<file path="config.mk">
export PLATFORM = sky130hd
export DESIGN_NAME = escaneo_teclado_flat
export DESIGN_NICKNAME = d
export VERILOG_FILES = /design/src/rtl/escaneo_teclado_if.sv /design/src/rtl/escaneo_teclado.sv /design/src/flat_wrapper.sv
export SDC_FILE = /design/constraint.sdc
export NUM_CORES = 1
export LEC_CHECK = 0
export ABC_AREA = 1
export ABC_CLOCK_PERIOD_IN_PS = 1900
export CAP_MARGIN = 20
export CORE_ASPECT_RATIO = 1.75
export CORE_MARGIN = 3
export CORE_UTILIZATION = 53
export DETAILED_ROUTE_END_ITERATION = 12
export GPL_TIMING_DRIVEN = 0
export PLACE_DENSITY = 0.76
export SETUP_SLACK_MARGIN = 0.15
export SYNTH_ARGS = -nofsm -noshare
export SYNTH_HDL_FRONTEND = slang
export SYNTH_SLANG_ARGS = --single-unit
export TNS_END_PERCENT = 20
</file>
<file path="constraint.sdc">
create_clock -name Clk -period 1.9 [get_ports Clk]
set_input_delay 0.285 -clock Clk [delete_from_list [all_inputs] [get_ports Clk]]
set_output_delay 0.285 -clock Clk [all_outputs]
set_load 0.01 [all_outputs]
</file>
<file path="src/rtl/escaneo_teclado_if.sv">
// Keypad-side and calculator-side signals of the scanner, grouped so the
// scanner sees them as one bundle (master) and the keypad/calculator as the peer (slave).
interface escaneo_teclado_if;
  logic       R1;
  logic       R2;
  logic       R3;
  logic       R4;
  logic       botonApretado;
  logic       C1;
  logic       C2;
  logic       C3;
  logic       C4;
  logic       enableDeteccion;
  logic [3:0] tecla;
  logic       teclaValida;

  modport master (
    input  R1, R2, R3, R4, botonApretado,
    output C1, C2, C3, C4, enableDeteccion, tecla, teclaValida
  );

  modport slave (
    output R1, R2, R3, R4, botonApretado,
    input  C1, C2, C3, C4, enableDeteccion, tecla, teclaValida
  );
endinterface

</file>
<file path="src/rtl/escaneo_teclado.sv">
// Keypad scanner: rotates the column drive, freezes on a press, debounces it,
// emits a one-cycle key code pulse and waits for a debounced release.
module escaneo_teclado #(
  parameter int SCAN_DIV = 4,
  parameter int DEBOUNCE = 8
) (
  input logic         Clk,
  input logic         Reset,
  escaneo_teclado_if.master bus
);

  localparam int DW  = (SCAN_DIV > 1) ? $clog2(SCAN_DIV) : 1;
  localparam int DBW = $clog2(DEBOUNCE + 1);

  localparam logic [DW-1:0]  DWELL_LAST = DW'(SCAN_DIV - 1);
  localparam logic [DBW-1:0] DEB_LAST   = DBW'(DEBOUNCE - 1);
  localparam logic [DBW-1:0] DEB_MAX    = DBW'(DEBOUNCE);

  typedef enum logic [1:0] {
    ST_SCAN,
    ST_DEBOUNCE,
    ST_EMIT,
    ST_WAIT_RELEASE
  } estado_t;

  estado_t        estado, estado_sig;
  logic [1:0]     col_actual, col_sig;
  logic [3:0]     col_onehot;
  logic [DW-1:0]  cuenta_dwell, dwell_sig;
  logic [DBW-1:0] cuenta_deb, deb_sig;
  logic [1:0]     fila_cap, fila_cap_sig;
  logic [1:0]     col_cap, col_cap_sig;
  logic           emitir;

  logic [3:0]     filas_meta, filas_sync;
  logic           boton_meta, boton_sync;
  logic [1:0]     fila_enc;
  logic           habilitar;
  logic [3:0]     tecla_reg;
  logic           valida_reg;

  function automatic logic [1:0] fila_prioritaria(input logic [3:0] filas);
    logic [1:0] idx;
    if (filas[0])      idx = 2'd0;
    else if (filas[1]) idx = 2'd1;
    else if (filas[2]) idx = 2'd2;
    else               idx = 2'd3;
    return idx;
  endfunction

  function automatic logic [DBW-1:0] inc_sat(input logic [DBW-1:0] v);
    return (v == DEB_MAX) ? v : v + 1'b1;
  endfunction

  // Rows and the detection flag arrive asynchronously; two flops each before use.
  always_ff @(posedge Clk or posedge Reset) begin
    if (Reset) begin
      filas_meta <= '0;
      filas_sync <= '0;
      boton_meta <= 1'b0;
      boton_sync <= 1'b0;
    end else begin
      filas_meta <= {bus.R4, bus.R3, bus.R2, bus.R1};
      filas_sync <= filas_meta;
      boton_meta <= bus.botonApretado;
      boton_sync <= boton_meta;
    end
  end

  assign fila_enc = fila_prioritaria(filas_sync);

  always_ff @(posedge Clk or posedge Reset) begin
    if (Reset) begin
      estado       <= ST_SCAN;
      col_actual   <= 2'd0;
      col_onehot   <= 4'b0001;
      cuenta_dwell <= '0;
      cuenta_deb   <= '0;
      fila_cap     <= 2'd0;
      col_cap      <= 2'd0;
    end else begin
      estado       <= estado_sig;
      col_actual   <= col_sig;
      col_onehot   <= 4'b0001 << col_sig;
      cuenta_dwell <= dwell_sig;
      cuenta_deb   <= deb_sig;
      fila_cap     <= fila_cap_sig;
      col_cap      <= col_cap_sig;
    end
  end

  // The debounce exit fires on the DEBOUNCE-th matching cycle itself so that
  // EMIT follows immediately and the pulse lands SCAN_DIV+DEBOUNCE+1 cycles in.
  always_comb begin
    estado_sig   = estado;
    col_sig      = col_actual;
    dwell_sig    = cuenta_dwell;
    deb_sig      = cuenta_deb;
    fila_cap_sig = fila_cap;
    col_cap_sig  = col_cap;
    emitir       = 1'b0;

    case (estado)
      ST_SCAN: begin
        if (cuenta_dwell == DWELL_LAST) begin
          dwell_sig = '0;
          if (boton_sync) begin
            fila_cap_sig = fila_enc;
            col_cap_sig  = col_actual;
            deb_sig      = '0;
            estado_sig   = ST_DEBOUNCE;
          end else begin
            col_sig = col_actual + 2'd1;
          end
        end else begin
          dwell_sig = cuenta_dwell + 1'b1;
        end
      end

      ST_DEBOUNCE: begin
        if ((|filas_sync) && (fila_enc == fila_cap)) begin
          if (cuenta_deb >= DEB_LAST) begin
            deb_sig    = '0;
            estado_sig = ST_EMIT;
          end else begin
            deb_sig = inc_sat(cuenta_deb);
          end
        end else begin
          deb_sig    = '0;
          dwell_sig  = '0;
          col_sig    = col_actual + 2'd1;
          estado_sig = ST_SCAN;
        end
      end

      ST_EMIT: begin
        emitir     = 1'b1;
        deb_sig    = '0;
        estado_sig = ST_WAIT_RELEASE;
      end

      ST_WAIT_RELEASE: begin
        if (boton_sync) begin
          deb_sig = '0;
        end else if (cuenta_deb >= DEB_LAST) begin
          deb_sig    = '0;
          dwell_sig  = '0;
          col_sig    = col_actual + 2'd1;
          estado_sig = ST_SCAN;
        end else begin
          deb_sig = inc_sat(cuenta_deb);
        end
      end

      default: begin
        estado_sig = ST_SCAN;
        col_sig    = 2'd0;
        dwell_sig  = '0;
        deb_sig    = '0;
      end
    endcase
  end

  // Key code and its strobe are registered together so they change on one edge.
  always_ff @(posedge Clk or posedge Reset) begin
    if (Reset) begin
      tecla_reg  <= 4'd0;
      valida_reg <= 1'b0;
    end else begin
      valida_reg <= emitir;
      if (emitir) begin
        tecla_reg <= {fila_cap, col_cap};
      end
    end
  end

  always_ff @(posedge Clk or posedge Reset) begin
    if (Reset) begin
      habilitar <= 1'b0;
    end else begin
      habilitar <= 1'b1;
    end
  end

  assign bus.C1              = col_onehot[0];
  assign bus.C2              = col_onehot[1];
  assign bus.C3              = col_onehot[2];
  assign bus.C4              = col_onehot[3];
  assign bus.tecla           = tecla_reg;
  assign bus.teclaValida     = valida_reg;
  assign bus.enableDeteccion = habilitar;

endmodule

</file>
<file path="src/flat_wrapper.sv">
// flat-port wrapper written by rule: the top's interface ports become plain ports
module escaneo_teclado_flat 
#(
  parameter int SCAN_DIV = 4,
  parameter int DEBOUNCE = 8
)
  (Clk, Reset, bus_R1, bus_R2, bus_R3, bus_R4, bus_botonApretado, bus_C1, bus_C2, bus_C3, bus_C4, bus_enableDeteccion, bus_tecla, bus_teclaValida);
  escaneo_teclado_if bus_i ();
  input logic Clk;
  input logic Reset;
  input wire logic [$bits(bus_i.R1)-1:0] bus_R1;
  input wire logic [$bits(bus_i.R2)-1:0] bus_R2;
  input wire logic [$bits(bus_i.R3)-1:0] bus_R3;
  input wire logic [$bits(bus_i.R4)-1:0] bus_R4;
  input wire logic [$bits(bus_i.botonApretado)-1:0] bus_botonApretado;
  output wire logic [$bits(bus_i.C1)-1:0] bus_C1;
  output wire logic [$bits(bus_i.C2)-1:0] bus_C2;
  output wire logic [$bits(bus_i.C3)-1:0] bus_C3;
  output wire logic [$bits(bus_i.C4)-1:0] bus_C4;
  output wire logic [$bits(bus_i.enableDeteccion)-1:0] bus_enableDeteccion;
  output wire logic [$bits(bus_i.tecla)-1:0] bus_tecla;
  output wire logic [$bits(bus_i.teclaValida)-1:0] bus_teclaValida;
  assign bus_i.R1 = bus_R1;
  assign bus_i.R2 = bus_R2;
  assign bus_i.R3 = bus_R3;
  assign bus_i.R4 = bus_R4;
  assign bus_i.botonApretado = bus_botonApretado;
  assign bus_C1 = bus_i.C1;
  assign bus_C2 = bus_i.C2;
  assign bus_C3 = bus_i.C3;
  assign bus_C4 = bus_i.C4;
  assign bus_enableDeteccion = bus_i.enableDeteccion;
  assign bus_tecla = bus_i.tecla;
  assign bus_teclaValida = bus_i.teclaValida;
  escaneo_teclado #(.SCAN_DIV(SCAN_DIV), .DEBOUNCE(DEBOUNCE)) u_core (.Clk(Clk), .Reset(Reset), .bus(bus_i));
endmodule
</file>
==> results of run 1 <==
-- kinds of logic after synthesis --
logic type               count (synthesis)  synth area share (%)
AO/OA/AOI/OAI                           22                 8.704
XOR/XNOR                                 1                0.6218
adder cells (fa/ha/maj)                  3                 2.665
buffers and inverters                   25                 6.661
flip-flops                              34                 60.48
other                                    1                0.2662
AND/OR/NAND/NOR                         63                 20.60
-- metrics by stage --
| stage | hold WS, ps | cell area, µm² | power, W | utilization (%) |
|---|---|---|---|---|
| 6_report | 352.1 | 1743 | 0.002470 | 69.10 |
| 5_1_grt | 367.0 | 1743 | 0.002641 | 69.10 |
| 4_1_cts | 355.8 | 1743 | 0.002491 | 69.10 |
| 3_5_place_dp | 337.9 | 1629 | 0.001833 | 64.58 |
| 3_3_place_gp | 331.8 | 1602 | 0.001776 | 63.49 |
| 2_1_floorplan | 316.4 | 1409 | 0.001573 | - |
-- report_power, final --
part	switching [W]	internal, W
Combinational	0.000449	0.000324
Clock	0.000261	0.000390
Sequential	0.000131	0.000916
Total	0.000840	0.00163
-- final timing paths --
path                                     endpoint  slack (ps)  cells past startpoint
setup / recovery                           bus_C1         300                      1
min in group asynchronous    u_core.filas_meta[2]         410                      2
hold / removal                  u_core.boton_sync         350                      0
setup reg to reg           u_core.cuenta_dwell[0]         360                      8
hold reg to reg                 u_core.boton_sync         350                      0
max in group asynchronous  u_core.bus.teclaValida         970                      3
-- layout make-up --
| cell class | instances | area [µm²] |
|---|---|---|
| well taps | 26 | 32.53 |
| fillers | 194 | 779.5 |
| inverters | 25 | 93.84 |
| clock buffers | 5 | 68.82 |
| flip-flops and latches | 34 | 852.1 |
| clock inverters | 3 | 45.04 |
| repair buffers | 17 | 187.7 |
| multi-input cells | 90 | 462.9 |
-- cell usage after synthesis (2+ instances only) --
| library cell | instances |
|---|---|
| ha_1 | 3 |
| a21oi_1 | 5 |
| nand2_1 | 33 |
| inv_1 | 22 |
| a31oi_1 | 2 |
| nand3_1 | 7 |
| nor2_1 | 10 |
| dfrtp_1 | 33 |
| nand2_2 | 5 |
| o21ai_0 | 10 |
| nand4_1 | 4 |
| inv_2 | 2 |
-- layout by cell type (no fill, tap or decap), types with 3 or more instances in the layout --
master,netlist,final
a21oi_1,5,5
clkbuf_8,0,5
clkdlybuf4s50_1,0,16
dfrtp_1,33,33
ha_1,3,3
inv_1,22,22
nand2_1,33,33
nand2_2,5,5
nand3_1,7,7
nand4_1,4,4
nor2_1,10,10
o21ai_0,10,10
-- layer usage --
metal / track usage (%) / up-vias / part of all wire, %
met5: 0 / - / 0
met4: 11.07 / 0 / 3.0
met3: 6.295 / 9 / 4.6
met2: 30.91 / 20 / 55
met1: 16.75 / 502 / 38
li1: - / 516 / -
==> flow_summary.yaml, run 1 <==
routing:
  wl_per_cell_um: 12.11
  dr_total_vias: 1047
  ant_nets: 0
  drc: 0
  wirelength_um: 2422
  vias_per_cell: 5.235
  drt-initial-drc-count: 21
  drtPass1Iterations: 4
grt:
  grt_pass1_vias: 1022
  grt_pass1_wl_um: 4209
  grt_usage_pct: 17.69
  overflow: 0
  antenna_found_initial: 0
  grt_max_degree: 19
worst_setup_path:
  path_buf_inv: 1
  critPathLaunchType: "register"
  crit_path_top_delay_cell: "clkdlybuf4s50_1"
  worstPathMaxFanout: 1
  cpPeakStageDelay_ps: 520
  crit_family: "buffers and inverters"
  crit_required_ps: 1620
  worstReg2RegStart: "u_core.cuenta_deb[0]"
  endpoint_kind: "primary output"
  critPathLaunch: "u_core.col_onehot[0]"
  worstPathArrival_ps: 1320
  crit_chain: "clkdlybuf4s50_1"
  worstSetupPathType: "register to primary output"
die:
  dieArea_um2: 3337
  rows: 24
  die_y_um: 74.21
  io-pin-count: 17
  core_um2: 2522
  die_w_um: 44.98
  initial_core_util_pct: 55.85
sta:
  setup_viol: 0
  final_max_slew_viol_count: 0
  finalClockSkew_ps: 2.882
  hold_viol: 0
  finalCriticalPeriod_ps: 1604
  period_share_pct: 84.40
  setup_ws_ps: 296.3
  max_slew.worst_pin.slew_ps: 712.1
  slew_headroom_pct: 52.47
  max_freq_mhz: 623.6
  fin_tns_setup_ps: 0
  rsz0062_at_grt: "false"
place:
  io_buffers: 16
  post-place-ws_ps: 374.2
  gp_congestion: 0.7911
  dp_hpwl_um: 1825
  dpl.cell_count: 192
worst_hold_path:
  min-delay-start: "u_core.boton_meta"
  hp-class: "register to register"
cts:
  cts_tree: "yes"
  cts_resized: 0
  post_cts_buffers: 0
  cts_hold_buf: 0
  clkTransAtPathRegs_ps: 70
  cts_buffers: 5
  cts-htree-levels: 2
  cts_sinks: 34
  clock_latency_ps: 290
  root_buffer: "clkbuf_8"
  max-clock-path-buffers: 2
yosys:
  synth_edf_count: 0
  synth_area_per_cell_um2: 9.455
  synth_ff_type: "dfrtp_1"
  netlist_instances: 149
  yosysWarnings: 0
  synth_area_leader_cell: "dfrtp_1"
  synth_seq_cells: 34
  yosysSeqAreaShare_pct: 60.48
  synth_cell_type_count: 25
  async_flop_share_pct: 100.0
  yosys.area.top_type_share_pct: 58.61
  synth_area_leaders: "dfrtp_1, nand2_1, inv_1, o21ai_0, ha_1"
  mappedNetlistArea_um2: 1409
  synth_fp_nets: 159
layout:
  fin_cells: 200
  num_antenna_cells: 0
  drive_gt1_share_pct: 12.64
  final_net_count: 183
  area_growth_pct: 23.71
power:
  irDropWorstVdd_uv: 860.8
  p_per_area_nw_per_um2: 1417
  p_leak_nw: 0.8479
status:
  status: "finished, final reports clean"
run:
  maxCapViolCount: 0
(Power assumes the default switching activity.)
==> run 2: changes to the inputs <==
- ABC_CLOCK_PERIOD_IN_PS: 1900 -> 1400
- CORE_UTILIZATION: 53 -> 48
- PLACE_DENSITY: 0.76 -> 0.73
- clock period: 1.9 -> 1.4 ns (I/O delays scaled with it)
==> run 2 against run 1 <==
The run now ends with setup timing left. Clock skew is 0.69 ps higher. Combinational power is 57% higher. Sequential cell count stayed put. Cell count is 4.5% higher. Critical endpoint is now u_core.col_onehot[3]. Core utilization is 0.37 points lower. Largest cell class unchanged. Worst hold slack worse by 35 ps. Critical path depth is 10 higher. Global-route usage is 0.46 points lower. Clock-buffer cell count is 3 higher. Non-clock buffer count is 8 higher. Sequential power is 36% higher. Clock power is 28% higher.
==> flow_summary.yaml, run 2 (same netlist as run 1, synthesis figures left out) <==
status:
  status: "complete, but fails checks"
  violations: "setup timing"
worst_setup_path:
  critPathLaunchType: "register"
  endpoint_kind: "register"
  crit_required_ps: 1580
  worstPathArrival_ps: 1630
  worstPathMaxFanout: 5
  worstSetupPathType: "register to register"
layout:
  num_antenna_cells: 0
  fin_area_um2: 1892
  final_cell_mix: "dfrtp_1, nand2_1, inv_1"
  final_common_cell: "dfrtp_1"
  fillCellCount: 210
  fin_cells: 209
  drive_gt1_share_pct: 30.77
  final_net_count: 191
  area_growth_pct: 34.28
cts:
  max-clock-path-buffers: 2
  cts_hold_buf: 0
  cts_sinks: 34
  clkTransAtPathRegs_ps: 70
  cts_buffers: 5
  clock_latency_ps: 290
  cts_tree: "yes"
  cts-htree-levels: 2
  root_buffer: "clkbuf_8"
die:
  dieArea_um2: 3647
  initial_core_util_pct: 51.18
  die_y_um: 77.67
  io-pin-count: 17
  core_um2: 2753
  die_w_um: 46.96
  rows: 25
sta:
  setup_viol: 4
  hold_viol: 0
  max_freq_mhz: 690.6
  finalCriticalPeriod_ps: 1448
  final_max_slew_viol_count: 0
  slew_headroom_pct: 55.58
  rsz0062_at_grt: "true"
  period_share_pct: 103.4
  finalClockSkew_ps: 3.576
  setup_ws_ps: -48.10
  max_slew.worst_pin.slew_ps: 665.5
power:
  irDropWorstVdd_uv: 1137
  p_leak_nw: 1.041
  p_total_w: 0.003476
  p_per_area_nw_per_um2: 1838
routing:
  wl_per_cell_um: 12.77
  dr_total_vias: 1081
  drt-initial-drc-count: 23
  wirelength_um: 2669
  drc: 0
  ant_nets: 0
  vias_per_cell: 5.172
  drtPass1Iterations: 4
place:
  dp_hpwl_um: 1803
  dpl.cell_count: 193
  post-place-ws_ps: -49.56
  io_buffers: 16
  gp_congestion: 0.7521
  post_dp_cell_area_um2: 1639
grt:
  grt_pass1_wl_um: 4464
  grt_pass1_vias: 1087
  overflow: 0
  antenna_found_initial: 0
  grt_max_degree: 20
  grt_usage_pct: 17.22
worst_hold_path:
  hp-class: "input port to asynchronous set/reset pin"
run:
  maxCapViolCount: 0
run 2: timing repair:
| action | 4_1_cts | 5_1_grt |
|---|---|---|
| pin swaps | 4 | 12 |
| gates resized for setup | 8 | 30 |
| setup endpoints to repair | 28 | 31 |
| setup buffers | 6 | 2 |
run 2: worst paths after layout:
| kind | startpoint | to | slack (ps) | depth (start not counted) |
|---|---|---|---|---|
| setup / recovery | u_core.cuenta_deb[0] | u_core.col_onehot[3] | -50 | 11 |
| hold / removal | Reset | u_core.bus.tecla[2] | 320 | 2 |
| setup reg to reg | u_core.cuenta_deb[0] | u_core.col_onehot[3] | -50 | 11 |
| hold reg to reg | u_core.filas_meta[0] | u_core.filas_sync[0] | 350 | 0 |
| max in group asynchronous | Reset | u_core.col_onehot[0] | 480 | 3 |
| min in group Clk | u_core.filas_meta[0] | u_core.filas_sync[0] | 350 | 0 |
run 2: layout make-up:
cell class | count | area, µm² | share of cell area, %
clock buffer | 8 | 110.1 | 5.820
inverter | 25 | 93.84 | 4.960
multi-input combinational | 90 | 538.0 | 28.44
sequential | 34 | 854.6 | 45.17
tap | 27 | 33.78 | 1.786
timing repair buffer | 25 | 261.5 | 13.82
run 2: routing by layer:
metal	up-vias	part of all wire, %	track usage [%]
met5	-	0	0
met4	0	2.9	9.141
li1	535	-	-
met1	517	34	15.91
met2	20	59	29.84
met3	9	4.5	6.729
run 2: critical path: stages (launching register included):
cell and delay, ps:
dfrtp_1 400, ha_2 210, nand2_2 70, nand2_2 60, inv_2 80, nor2_2 40
nand2_2 100, nand3_2 90, nand2_2 80, nand2_2 90, nand2_1 80, inv_1 40
run 2: per-stage QoR:
step,util [%],TNS (ps),hold WS [ps]
global placement,58.55,-8009,333.0
CTS,65.73,0,334.2
floorplan,-,0,241.4
global route,68.73,-706.3,354.4
finish,68.73,-127.9,316.7
detailed placement,59.55,-156.1,335.5
run 2: power by group:
group,switching [W],internal [W]
Sequential,0.000186,0.00125
Combinational,0.000709,0.000505
Clock,0.000333,0.000496
Total,0.00123,0.00225
==> run 3: changes to the inputs <==
- CTS_CLUSTER_DIAMETER: default -> 30
- GPL_TIMING_DRIVEN: 0 -> 1
==> run 3 against run 2 <==
The flow still finishes with violations (setup timing). Core utilization decreased by 0.59 points. Global-route usage increased by 1.8 points. Sequential power about the same. Register-to-register slack improved by 30 ps. Final area shrank 0.86%. Cell count unchanged. Largest power group unchanged. Worst setup slack better by 26 ps. Sequential cell count did not move. Wire length grew 0.75%.
==> flow_summary.yaml, run 3 (same netlist as run 1, synthesis figures left out) <==
status:
  status: "complete, but fails checks"
  violations: "setup timing"
sta:
  period_share_pct: 101.6
  setup_viol: 1
  hold_ws_ps: 257.0
  max_freq_mhz: 703.3
  setup_ws_ps: -21.84
  final_max_slew_viol_count: 0
  finalClockSkew_ps: 3.666
  hold_viol: 0
  finalCriticalPeriod_ps: 1422
  rsz0062_at_grt: "true"
layout:
  final_net_count: 191
  final_cell_mix: "dfrtp_1, nand2_1, inv_1"
  final_common_cell: "dfrtp_1"
  num_antenna_cells: 0
  fillCellCount: 216
  drive_gt1_share_pct: 30.22
  area_growth_pct: 33.13
  utilization_pct: 68.14
place:
  io_buffers: 16
  post-place-ws_ps: 1.443
  dp_hpwl_um: 1884
  gp_congestion: 0.7927
run:
  maxCapViolCount: 0
die:
  io-pin-count: 17
  dieArea_um2: 3647
  initial_core_util_pct: 51.18
  core_um2: 2753
  rows: 25
  die_y_um: 77.67
  die_w_um: 46.96
routing:
  drt-initial-drc-count: 16
  wl_per_cell_um: 12.87
  wirelength_um: 2689
  drc: 0
  drtPass1Iterations: 4
  vias_per_cell: 5.072
  dr_total_vias: 1060
  ant_nets: 0
power:
  irDropWorstVdd_uv: 1025
  p_per_area_nw_per_um2: 1828
  p_leak_nw: 1.022
grt:
  grt_pass1_wl_um: 4850
  overflow: 0
  grt_max_degree: 35
  grt_pass1_vias: 1104
  grt_usage_pct: 19.02
  antenna_found_initial: 0
worst_setup_path:
  crit_path_top_delay_cell: "dfrtp_1"
  regToRegSetupSlack_ps: -20
  crit_required_ps: 1620
  crit_family: "simple AND/OR/NAND/NOR gates"
  path_buf_inv: 2
  cpPeakStageDelay_ps: 420
  critPathMostFrequentCell: "nand2_4"
  critPathLaunchType: "register"
  crit_chain: "inv_1, nand3_1, nand2_4, nand2_2, nand2_4, nand4_1, nand2_4, inv_2, nor2_2"
  endpoint_kind: "register"
  worstSetupPathType: "register to register"
  worstPathMaxFanout: 5
  worstPathArrival_ps: 1640
cts:
  max-clock-path-buffers: 2
  cts_tree: "yes"
  cts_buffers: 5
  cts-htree-levels: 2
  root_buffer: "clkbuf_8"
  clock_latency_ps: 280
  clkTransAtPathRegs_ps: 70
  cts_hold_buf: 0
  cts_sinks: 34
worst_hold_path:
  hp-class: "input port to asynchronous set/reset pin"
## run 3: power breakdown
group	switching, W	internal [W]
registers	0.000166	0.00125
logic	0.000756	0.000528
clock network	0.000337	0.000394
## run 3: path summary, 6_finish.rpt
path	startpoint	endpoint	cells past startpoint
min reg2reg	u_core.filas_meta[1]	u_core.filas_sync[1]	0
max reg2reg	u_core.filas_sync[0]	u_core.col_onehot[1]	9
max in group asynchronous	Reset	u_core.col_onehot[0]	3
min	Reset	u_core.filas_sync[3]	3
min in group Clk	u_core.filas_meta[1]	u_core.filas_sync[1]	0
max	u_core.filas_sync[0]	u_core.col_onehot[1]	9
## run 3: tightest hold or removal path, delay by kind of cell
| family | cells | cell delay [ps] |
|---|---|---|
| buffers and inverters | 3 | 690 |
## run 3: per-stage QoR
step	area (µm²)	TNS, ps	instances	total power, W
floorplan	1418	0	149	0.002137
global placement	1662	0	197	0.002456
detailed placement	1662	0	197	0.002542
CTS	1775	0	207	0.003292
global route	1876	-796.7	209	0.003728
finish	1876	-21.84	209	0.003428
## run 3: metal layers
layer / track usage, % / vias up / wire length (µm)
met1: 18.53 / 492 / 887
met4: 11.36 / 0 / 63
met3: 6.961 / 6 / 135
met5: 0 / - / 0
met2: 31.74 / 29 / 1603
li1: - / 533 / -
## run 3: area by class of cell
class | instances | area, µm² | share of cell area (%)
inverters | 25 | 93.84 | 5.003
repair buffers | 25 | 250.2 | 13.34
flip-flops and latches | 34 | 854.6 | 45.56
well taps | 27 | 33.78 | 1.801
multi-input cells | 90 | 548.0 | 29.22
clock inverters | 2 | 12.51 | 0.6671
clock buffers | 6 | 82.58 | 4.403
## run 3: repair_timing
| action | 4_1_cts | 5_1_grt |
|---|---|---|
| endpoints found under the setup margin | 24 | 30 |
| gates resized for setup | 6 | 33 |
| pin swaps | 0 | 14 |
| setup buffers | 2 | 2 |
